$ cat config.mk
export PLATFORM = sky130hd
export DESIGN_NAME = lagarto0_iqueue
export DESIGN_NICKNAME = d
export VERILOG_FILES = /design/src/rtl/lagarto0_pkg.sv /design/src/rtl/lagarto0_iqueue.sv
export SDC_FILE = /design/constraint.sdc
export NUM_CORES = 1
export LEC_CHECK = 0
export ABC_CLOCK_PERIOD_IN_PS = 8100
export CORE_MARGIN = 2
export CORE_UTILIZATION = 50
export CTS_CLUSTER_DIAMETER = 80
export DETAILED_ROUTE_END_ITERATION = 16
export GPL_TIMING_DRIVEN = 0
export PLACE_DENSITY = 0.72
export SLEW_MARGIN = 0
export SYNTH_ARGS = -nofsm -noshare
export SYNTH_HDL_FRONTEND = slang
export SYNTH_SLANG_ARGS = --single-unit
$ cat constraint.sdc
create_clock -name clk_i -period 8.1 [get_ports clk_i]
set_input_delay 1.62 -clock clk_i [delete_from_list [all_inputs] [get_ports clk_i]]
set_output_delay 1.62 -clock clk_i [all_outputs]
set_load 0.01 [all_outputs]
$ cat src/rtl/lagarto0_pkg.sv
`default_nettype none
// +----------------------------------------------------------------------+
// | lagarto0_pkg                                                          |
// | Shared lagarto0 core sizes and the instruction-queue entry type.      |
// | Rev 1.0                                                               |
// +----------------------------------------------------------------------+
package lagarto0_pkg;

  localparam int ADDR_SIZE        = 64;
  localparam int ISA_SIZE         = 32;
  localparam int ICACHE_LINE_SIZE = 64;
  localparam int IQUEUE_DEPTH     = 4;
  localparam int IQUEUE_ADDR_SIZE = $clog2(IQUEUE_DEPTH);
  localparam int IQUEUE_CNT_SIZE  = IQUEUE_ADDR_SIZE + 1;

  typedef struct packed {
    logic [ISA_SIZE-1:0]  instr;
    logic [ADDR_SIZE-1:0] pc;
  } iq_entry_t;

endpackage
`default_nettype wire

$ cat src/rtl/lagarto0_iqueue.sv
`default_nettype none
// +----------------------------------------------------------------------+
// | lagarto0_iqueue                                                       |
// | Unpacks 2-instruction fetch packets into a circular queue and issues  |
// | one instruction per cycle to decode.                                  |
// | Rev 1.0                                                               |
// +----------------------------------------------------------------------+
module lagarto0_iqueue
  import lagarto0_pkg::*;
#(
  parameter int DEPTH   = IQUEUE_DEPTH,
  parameter int XLEN_PC = ADDR_SIZE,
  parameter int INSTR_W = ISA_SIZE,
  parameter int LINE_W  = ICACHE_LINE_SIZE
) (
  input  logic               clk_i,
  input  logic               rstn_i,
  input  logic               flush_i,
  input  logic               fetch_valid_i,
  output logic               fetch_ready_o,
  input  logic [XLEN_PC-1:0] fetch_pc_i,
  input  logic [LINE_W-1:0]  fetch_data_i,
  output logic               dec_valid_o,
  input  logic               dec_ready_i,
  output logic [INSTR_W-1:0] dec_instr_o,
  output logic [XLEN_PC-1:0] dec_pc_o
);

  localparam int c_addr_w = $clog2(DEPTH);
  localparam int c_cnt_w  = c_addr_w + 1;
  // Highest occupancy at which a full two-instruction packet still fits.
  localparam logic [c_cnt_w-1:0] c_ready_max = c_cnt_w'(DEPTH - 2);

  logic [INSTR_W-1:0]  r_instr [DEPTH];
  logic [XLEN_PC-1:0]  r_pc    [DEPTH];
  logic [c_addr_w-1:0] r_rd_ptr;
  logic [c_addr_w-1:0] r_wr_ptr;
  logic [c_cnt_w-1:0]  r_count;

  logic                w_push;
  logic                w_pop;
  logic                w_two;
  logic [c_addr_w-1:0] w_wr_ptr_p1;
  logic [c_cnt_w-1:0]  w_push_cnt;

  assign fetch_ready_o = rstn_i & (r_count <= c_ready_max);
  assign dec_valid_o   = rstn_i & (r_count != '0);

  // A packet whose PC sits in the upper half of the 8-byte line carries one useful slot.
  assign w_two       = ~fetch_pc_i[2];
  assign w_push      = fetch_valid_i & fetch_ready_o & ~flush_i;
  assign w_pop       = dec_valid_o & dec_ready_i & ~flush_i;
  assign w_wr_ptr_p1 = r_wr_ptr + c_addr_w'(1);
  assign w_push_cnt  = !w_push ? '0 : (w_two ? c_cnt_w'(2) : c_cnt_w'(1));

  always_ff @(posedge clk_i) begin
    if (!rstn_i) begin
      r_rd_ptr <= '0;
      r_wr_ptr <= '0;
      r_count  <= '0;
    end else if (flush_i) begin
      r_rd_ptr <= '0;
      r_wr_ptr <= '0;
      r_count  <= '0;
    end else begin
      r_wr_ptr <= r_wr_ptr + w_push_cnt[c_addr_w-1:0];
      r_rd_ptr <= r_rd_ptr + c_addr_w'(w_pop);
      r_count  <= r_count + w_push_cnt - c_cnt_w'(w_pop);
    end
  end

  always_ff @(posedge clk_i) begin
    if (w_push) begin
      if (w_two) begin
        r_instr[r_wr_ptr]    <= fetch_data_i[INSTR_W-1:0];
        r_pc[r_wr_ptr]       <= fetch_pc_i;
        r_instr[w_wr_ptr_p1] <= fetch_data_i[LINE_W-1:INSTR_W];
        r_pc[w_wr_ptr_p1]    <= fetch_pc_i + XLEN_PC'(4);
      end else begin
        r_instr[r_wr_ptr]    <= fetch_data_i[LINE_W-1:INSTR_W];
        r_pc[r_wr_ptr]       <= fetch_pc_i;
      end
    end
  end

  assign dec_instr_o = dec_valid_o ? r_instr[r_rd_ptr] : '0;
  assign dec_pc_o    = dec_valid_o ? r_pc[r_rd_ptr]    : '0;

  a_no_overfill: assert property (@(posedge clk_i) disable iff (!rstn_i)
    w_push |-> (r_count <= c_ready_max));
  a_no_underflow: assert property (@(posedge clk_i) disable iff (!rstn_i)
    w_pop |-> (r_count != '0));
  a_pc_aligned: assert property (@(posedge clk_i) disable iff (!rstn_i)
    fetch_valid_i |-> (fetch_pc_i[1:0] == 2'b00));

endmodule
`default_nettype wire

==> flow_summary_export.csv, run 1 <==
group,metric,value,unit
global_route,grt_usage,23.78,%
sta,period_share,72.84,%
cts,clockRootBuffer,"clkbuf_16",
global_route,antenna_found_initial,6,
synthesis,yosysTopAreaCellShare,59.57,%
cts,clk_path_buf_depth,3,
cts,tritoncts,"built",
layout,finalNetCount,1717,
power_and_ir_drop,ir_drop,0.1427,mV
sta,fin_ws,2.200,ns
global_route,grt_use_met3,5.438,%
sta,fmax,0.1695,GHz
synthesis,synth.area.top_cells,"edfxtp_1 (60%), mux4_2 (11%), mux2_2 (7.5%)",
sta,slew_headroom,28.83,%
synthesis,synth-seq-cells,391,
cts,clkLatencyLatePin,0.56,ns
synthesis,async_flop_share,0,%
layout,drive_gt1_share,22.98,%
floorplanning,rows,72,
layout,final_cell_mix,"edfxtp_1 (384), clkdlybuf4s50_1 (199), clkbuf_1 (177)",
layout,area_growth,22.15,%
global_route,grt_max_degree,28,
floorplanning,dieArea,40300,um2
route,drt_pass1_iterations,6,
place,gp_congestion,0.7778,
synthesis,ys.warnings.count,0,
hold_path,hp-class,"reg -> reg",
worst_setup_path,cp_max_fo,10,
synthesis,avgSynthCellArea,14.70,um2
synthesis,synth.cell_area,19360,um2
synthesis,synth_edf_count,384,
sta,hold_ws,0.5626,ns
floorplanning,die_x,200.8,um
sta,report.final.slew_viol_count,0,
global_route,grt_pass1_wl,72.50,mm
floorplanning,ios,231,
sta,hold_viol,0,
route,vias_per_cell,5.531,
synthesis,yosysSeqAreaShare,60.29,%
floorplanning,dieHeight,200.8,um
sta,fin_worst_skew,0.01539,ns
global_route,busiest_layer,"met2",
synthesis,synth_cell_type_count,48,
floorplanning,core,38470,um2
route,drt_wl_total,47.20,mm
sta,worst_pin_slew,1.058,ns
place,portBuffers,199,
sta,fin_crit,5.900,ns
cts,htreeDepth,2,
route,drc,0,
sta,rsz0062_at_grt,"no",
synthesis,synth_ff_type,"edfxtp_1",
layout,stdcell_area,23650,um2
power_and_ir_drop,power_leakage,7.916,nW
run_status,status,"finished clean",
floorplanning,initial_core_util,50.32,%
place,dpl.hpwl,32.68,mm
global_route,grt_pass1_vias,12405,
cts,cts_buffers,43,
sta,setup_viol,0,
synthesis,syn_inst,1317,
cts,clk_transition_reported_paths,0.05,ns
place,place_area,22380,um2
cts,clock_sinks,391,
route,wl_per_cell,22.15,um
global_route,grt.overflow.total,0,
worst_setup_path,start_kind,"input port",
cts,cts_hold_buf,0,
job,maxCapViolCount,0,
layout,final_common_cell,"edfxtp_1",
cts,cts_resized,0,
worst_setup_path,arrival,4.28,ns
route,ant_nets,0,
global_route,grt.met2_usage,40.34,%
global_route,grt_util_met1,31.33,%
route,first_iter_violations,1035,
synthesis,synth_top_area_cell,"edfxtp_1",
cts,cts_setup_buffers,0,
worst_setup_path,path_class,"in -> out",
synthesis,synth_fp_nets,1457,
worst_setup_path,required,6.48,ns
power_and_ir_drop,power_density,186.1,nW/um2
route,dr_total_vias,11786,
place,place_ws,2.209,ns
worst_setup_path,end_kind,"primary output",
[report_power, final]
group          total (mW)  internal [mW]  switching [mW]
Combinational       0.346          0.178           0.168
Sequential           2.26           2.26         0.00656
Clock                1.79           1.01           0.782
Total                4.40           3.44           0.956
[stage by stage]
stage                     std cells  total power [mW]  setup TNS, ns  util [%]
after CTS                      2128             4.438              0     61.45
final                          2131             4.400              0     61.47
after global placement         2034             2.643       -1209.08     57.19
after floorplan                1317             2.495              0         -
after detailed placement       2050             2.652              0     58.17
after global routing           2131             4.542              0     61.47
[sequential cells by signal (all words and copies together) (netlist names)]
name	count
r_count	3
r_instr	128
r_pc	256
r_rd_ptr	2
r_wr_ptr	2
[cells in the mapped netlist (3+ instances only)]
library cell / number
buf_4: 10
mux2_2: 129
xor2_1: 53
clkbuf_1: 167
inv_1: 7
clkbuf_8: 5
nor4_1: 7
buf_1: 4
o21ai_1: 3
ha_1: 6
nand4_1: 26
nand2b_1: 3
edfxtp_1: 384
dfxtp_1: 7
and2_1: 7
mux4_2: 96
nor2_1: 53
xnor2_1: 72
nand2_1: 76
and4_1: 3
a21oi_1: 3
nand3_1: 12
nor3_1: 14
and3_1: 105
buf_2: 34
[path summary, 6_finish.rpt]
path              start      endpoint  cells after the start  slack [ns]
max              rstn_i  dec_pc_o[54]                      6        2.20
min          r_count[2]    r_count[2]                      2        0.56
max reg2reg  r_count[0]    r_count[2]                     12        4.97
min reg2reg  r_count[2]    r_count[2]                      2        0.56
[routing by layer]
metal,wire [um],vias up
met4,816,6
met2,23640,434
met3,3653,68
met1,19040,5913
li1,-,5365
met5,37,-
[critical path, stage by stage]
cell and delay (ns):
clkdlybuf4s50_1 0.49, buf_2 0.35, clkbuf_1 0.52, clkbuf_1 0.43, and3_1 0.30, clkdlybuf4s50_1 0.56
[final cells by class]
| type | instances | area, um2 |
|---|---|---|
| antenna | 3 | 7.507 |
| multi-input combinational | 697 | 6718 |
| sequential | 391 | 11670 |
| clock buffer | 53 | 1114 |
| buffer | 222 | 972.2 |
| timing repair buffer | 215 | 2342 |
| fill | 2963 | 14820 |
| clock inverter | 25 | 146.4 |
| inverter | 7 | 26.28 |
| tap | 518 | 648.1 |
[logic make-up after synthesis]
logic type      Yosys count  share of synthesized area [%]
flops                   391                          60.29
simple gates            331                          9.469
buf+inv                 229                          5.158
mux                     225                          18.67
xor+xnor                125                          5.656
compound gates            9                         0.2585
fa+ha+maj                 7                         0.4912
Power figures use the tool's default switching activity.
==> run 2, diff against run 1 <==
--- a/config.mk
+++ b/config.mk
@@ -5,13 +5,13 @@
 export SDC_FILE = /design/constraint.sdc
 export NUM_CORES = 1
 export LEC_CHECK = 0
-export ABC_CLOCK_PERIOD_IN_PS = 8100
+export ABC_CLOCK_PERIOD_IN_PS = 5000
 export CORE_MARGIN = 2
 export CORE_UTILIZATION = 50
 export CTS_CLUSTER_DIAMETER = 80
 export DETAILED_ROUTE_END_ITERATION = 16
 export GPL_TIMING_DRIVEN = 0
-export PLACE_DENSITY = 0.72
+export PLACE_DENSITY = 0.75
 export SLEW_MARGIN = 0
 export SYNTH_ARGS = -nofsm -noshare
 export SYNTH_HDL_FRONTEND = slang
==> constraint.sdc (replaced) <==
create_clock -name clk_i -period 5 [get_ports clk_i]
set_input_delay 1 -clock clk_i [delete_from_list [all_inputs] [get_ports clk_i]]
set_output_delay 1 -clock clk_i [all_outputs]
set_load 0.01 [all_outputs]
==> run 2 against run 1 <==
  * Flip-flop and latch count stayed put
  * Utilization is 0.43 points higher
  * Power is 65% higher
  * Clock power is 69% higher
  * Largest power group unchanged
  * Highest routed layer unchanged
==> flow_summary_export.csv, run 2 (synthesis gave the netlist of run 1 again) <==
group,metric,value,unit
sta,hold_ws,0.5787,ns
cts,clockRootBuffer,"clkbuf_16",
worst_setup_path,end_kind,"primary output",
place,gp_congestion,0.7935,
global_route,antenna_found_initial,6,
floorplanning,dieHeight,200.8,um
worst_setup_path,arrival,3.76,ns
sta,slew_headroom,34.48,%
power_and_ir_drop,power_density,305.4,nW/um2
power_and_ir_drop,power_leakage,7.985,nW
cts,htreeDepth,2,
sta,worst_pin_slew,0.9739,ns
worst_setup_path,path_class,"reg -> out",
cts,clkLatencyLatePin,0.57,ns
sta,report.final.slew_viol_count,0,
layout,top_register,"r_pc",
worst_setup_path,timing.rr.start,"r_count[2]",
power_and_ir_drop,power,7.270,mW
cts,cts_buffers,43,
sta,fin_crit,4.757,ns
sta,setup-tns-final,0,ns
layout,largest_reg_flops,256,
route,drc,0,
global_route,grt.overflow.total,0,
sta,fin_worst_skew,0.01368,ns
floorplanning,initial_core_util,50.32,%
layout,multi_input_area,6718,um2
place,place_ws,0.3141,ns
run_status,status,"finished clean",
route,vias_per_cell,5.578,
floorplanning,rows,72,
place,place_area,22470,um2
layout,ff_latch_area,11670,um2
sta,period_share,95.13,%
route,drt_pass1_iterations,5,
floorplanning,dieArea,40300,um2
floorplanning,core,38470,um2
floorplanning,die_x,200.8,um
cts,cts_setup_buffers,0,
layout,stdcell_area,23810,um2
worst_setup_path,cp_max_fo,10,
cts,clock_sinks,391,
layout,reg.largest.list,"r_pc: 256 flops, r_instr: 128 flops, r_count: 3 flops",
layout,area_growth,23.00,%
layout,finalNetCount,1719,
power_and_ir_drop,ir_drop,0.3176,mV
layout,fin_cells,2133,
layout,final_cell_mix,"edfxtp_1 (384), clkdlybuf4s50_1 (199), clkbuf_1 (177)",
layout,final_util,61.90,%
sta,rsz0062_at_grt,"no",
floorplanning,ios,231,
global_route,grt_usage,24.13,%
route,wl_per_cell,22.59,um
sta,fin_ws,0.2435,ns
place,placed_cells,2052,
global_route,grt_pass1_vias,12405,
hold_path,hp-class,"reg -> reg",
route,first_iter_violations,904,
global_route,grt_pass1_wl,72.97,mm
place,portBuffers,199,
sta,fmax,0.2102,GHz
worst_setup_path,crit_path_start,"r_rd_ptr[1]",
layout,fill_cells,2940,
sta,hold_viol,0,
worst_setup_path,start_kind,"register",
job,maxCapViolCount,0,
sta,setup_viol,0,
worst_setup_path,required,4.00,ns
cts,clk_path_buf_depth,3,
route,ant_nets,0,
place,dpl.hpwl,33.45,mm
hold_path,holdCritStartpoint,"r_rd_ptr[0]",
cts,clk_transition_reported_paths,0.06,ns
cts,tritoncts,"built",
route,drt_wl_total,48.18,mm
cts,cts_hold_buf,0,
layout,drive_gt1_share,23.09,%
route,dr_total_vias,11898,
layout,final_common_cell,"edfxtp_1",
global_route,grt_max_degree,28,
cts,cts_resized,0,
run 2: changes by cell type in the layout (fill, tap and decap cells not counted), sizes merged:
| cell | before | now |
|---|---|---|
| inv | 10 | 8 |
| bufinv | 1 | 3 |
| diode | 3 | 4 |
| clkbuf | 226 | 227 |
| buf | 65 | 67 |
| clkinv | 21 | 19 |
run 2: per-layer routing:
| layer | up-vias | global-route usage (%) | wire (um) |
|---|---|---|---|
| met2 | 454 | 41.32 | 24380 |
| met4 | 4 | 8.836 | 1362 |
| met3 | 85 | 4.302 | 3530 |
| met5 | - | 0 | 28 |
| li1 | 5382 | - | - |
| met1 | 5973 | 30.97 | 18880 |
run 2: worst max-delay path, stage by stage (launching register included):
cell	delay [ns]
dfxtp_1	0.30
clkbuf_1	0.41
clkbuf_1	0.67
buf_1	0.64
mux4_2	0.45
and3_1	0.22
clkdlybuf4s50_1	0.49
run 2: area by class of cell:
| cell class | count | area share, % |
|---|---|---|
| tap | 518 | 2.722 |
| inverter | 7 | 0.1104 |
| sequential | 391 | 49.02 |
| clock buffer | 54 | 4.782 |
| buffer | 222 | 4.083 |
| antenna | 4 | 0.04204 |
| multi-input combinational | 697 | 28.21 |
| clock inverter | 23 | 0.8040 |
| timing repair buffer | 217 | 10.23 |
run 2: final timing paths:
path | endpoint | slack, ns | cells after the start
max | dec_pc_o[36] | 0.24 | 6
min | r_rd_ptr[0] | 0.58 | 2
max reg2reg | r_count[2] | 1.81 | 12
min reg2reg | r_rd_ptr[0] | 0.58 | 2
run 2: power breakdown:
group	switching, mW	total [mW]	internal [mW]	leakage (nW)
combinational	0.277	0.568	0.291	3.80
clock	1.27	3.03	1.76	0.652
sequential	0.0111	3.67	3.66	3.53
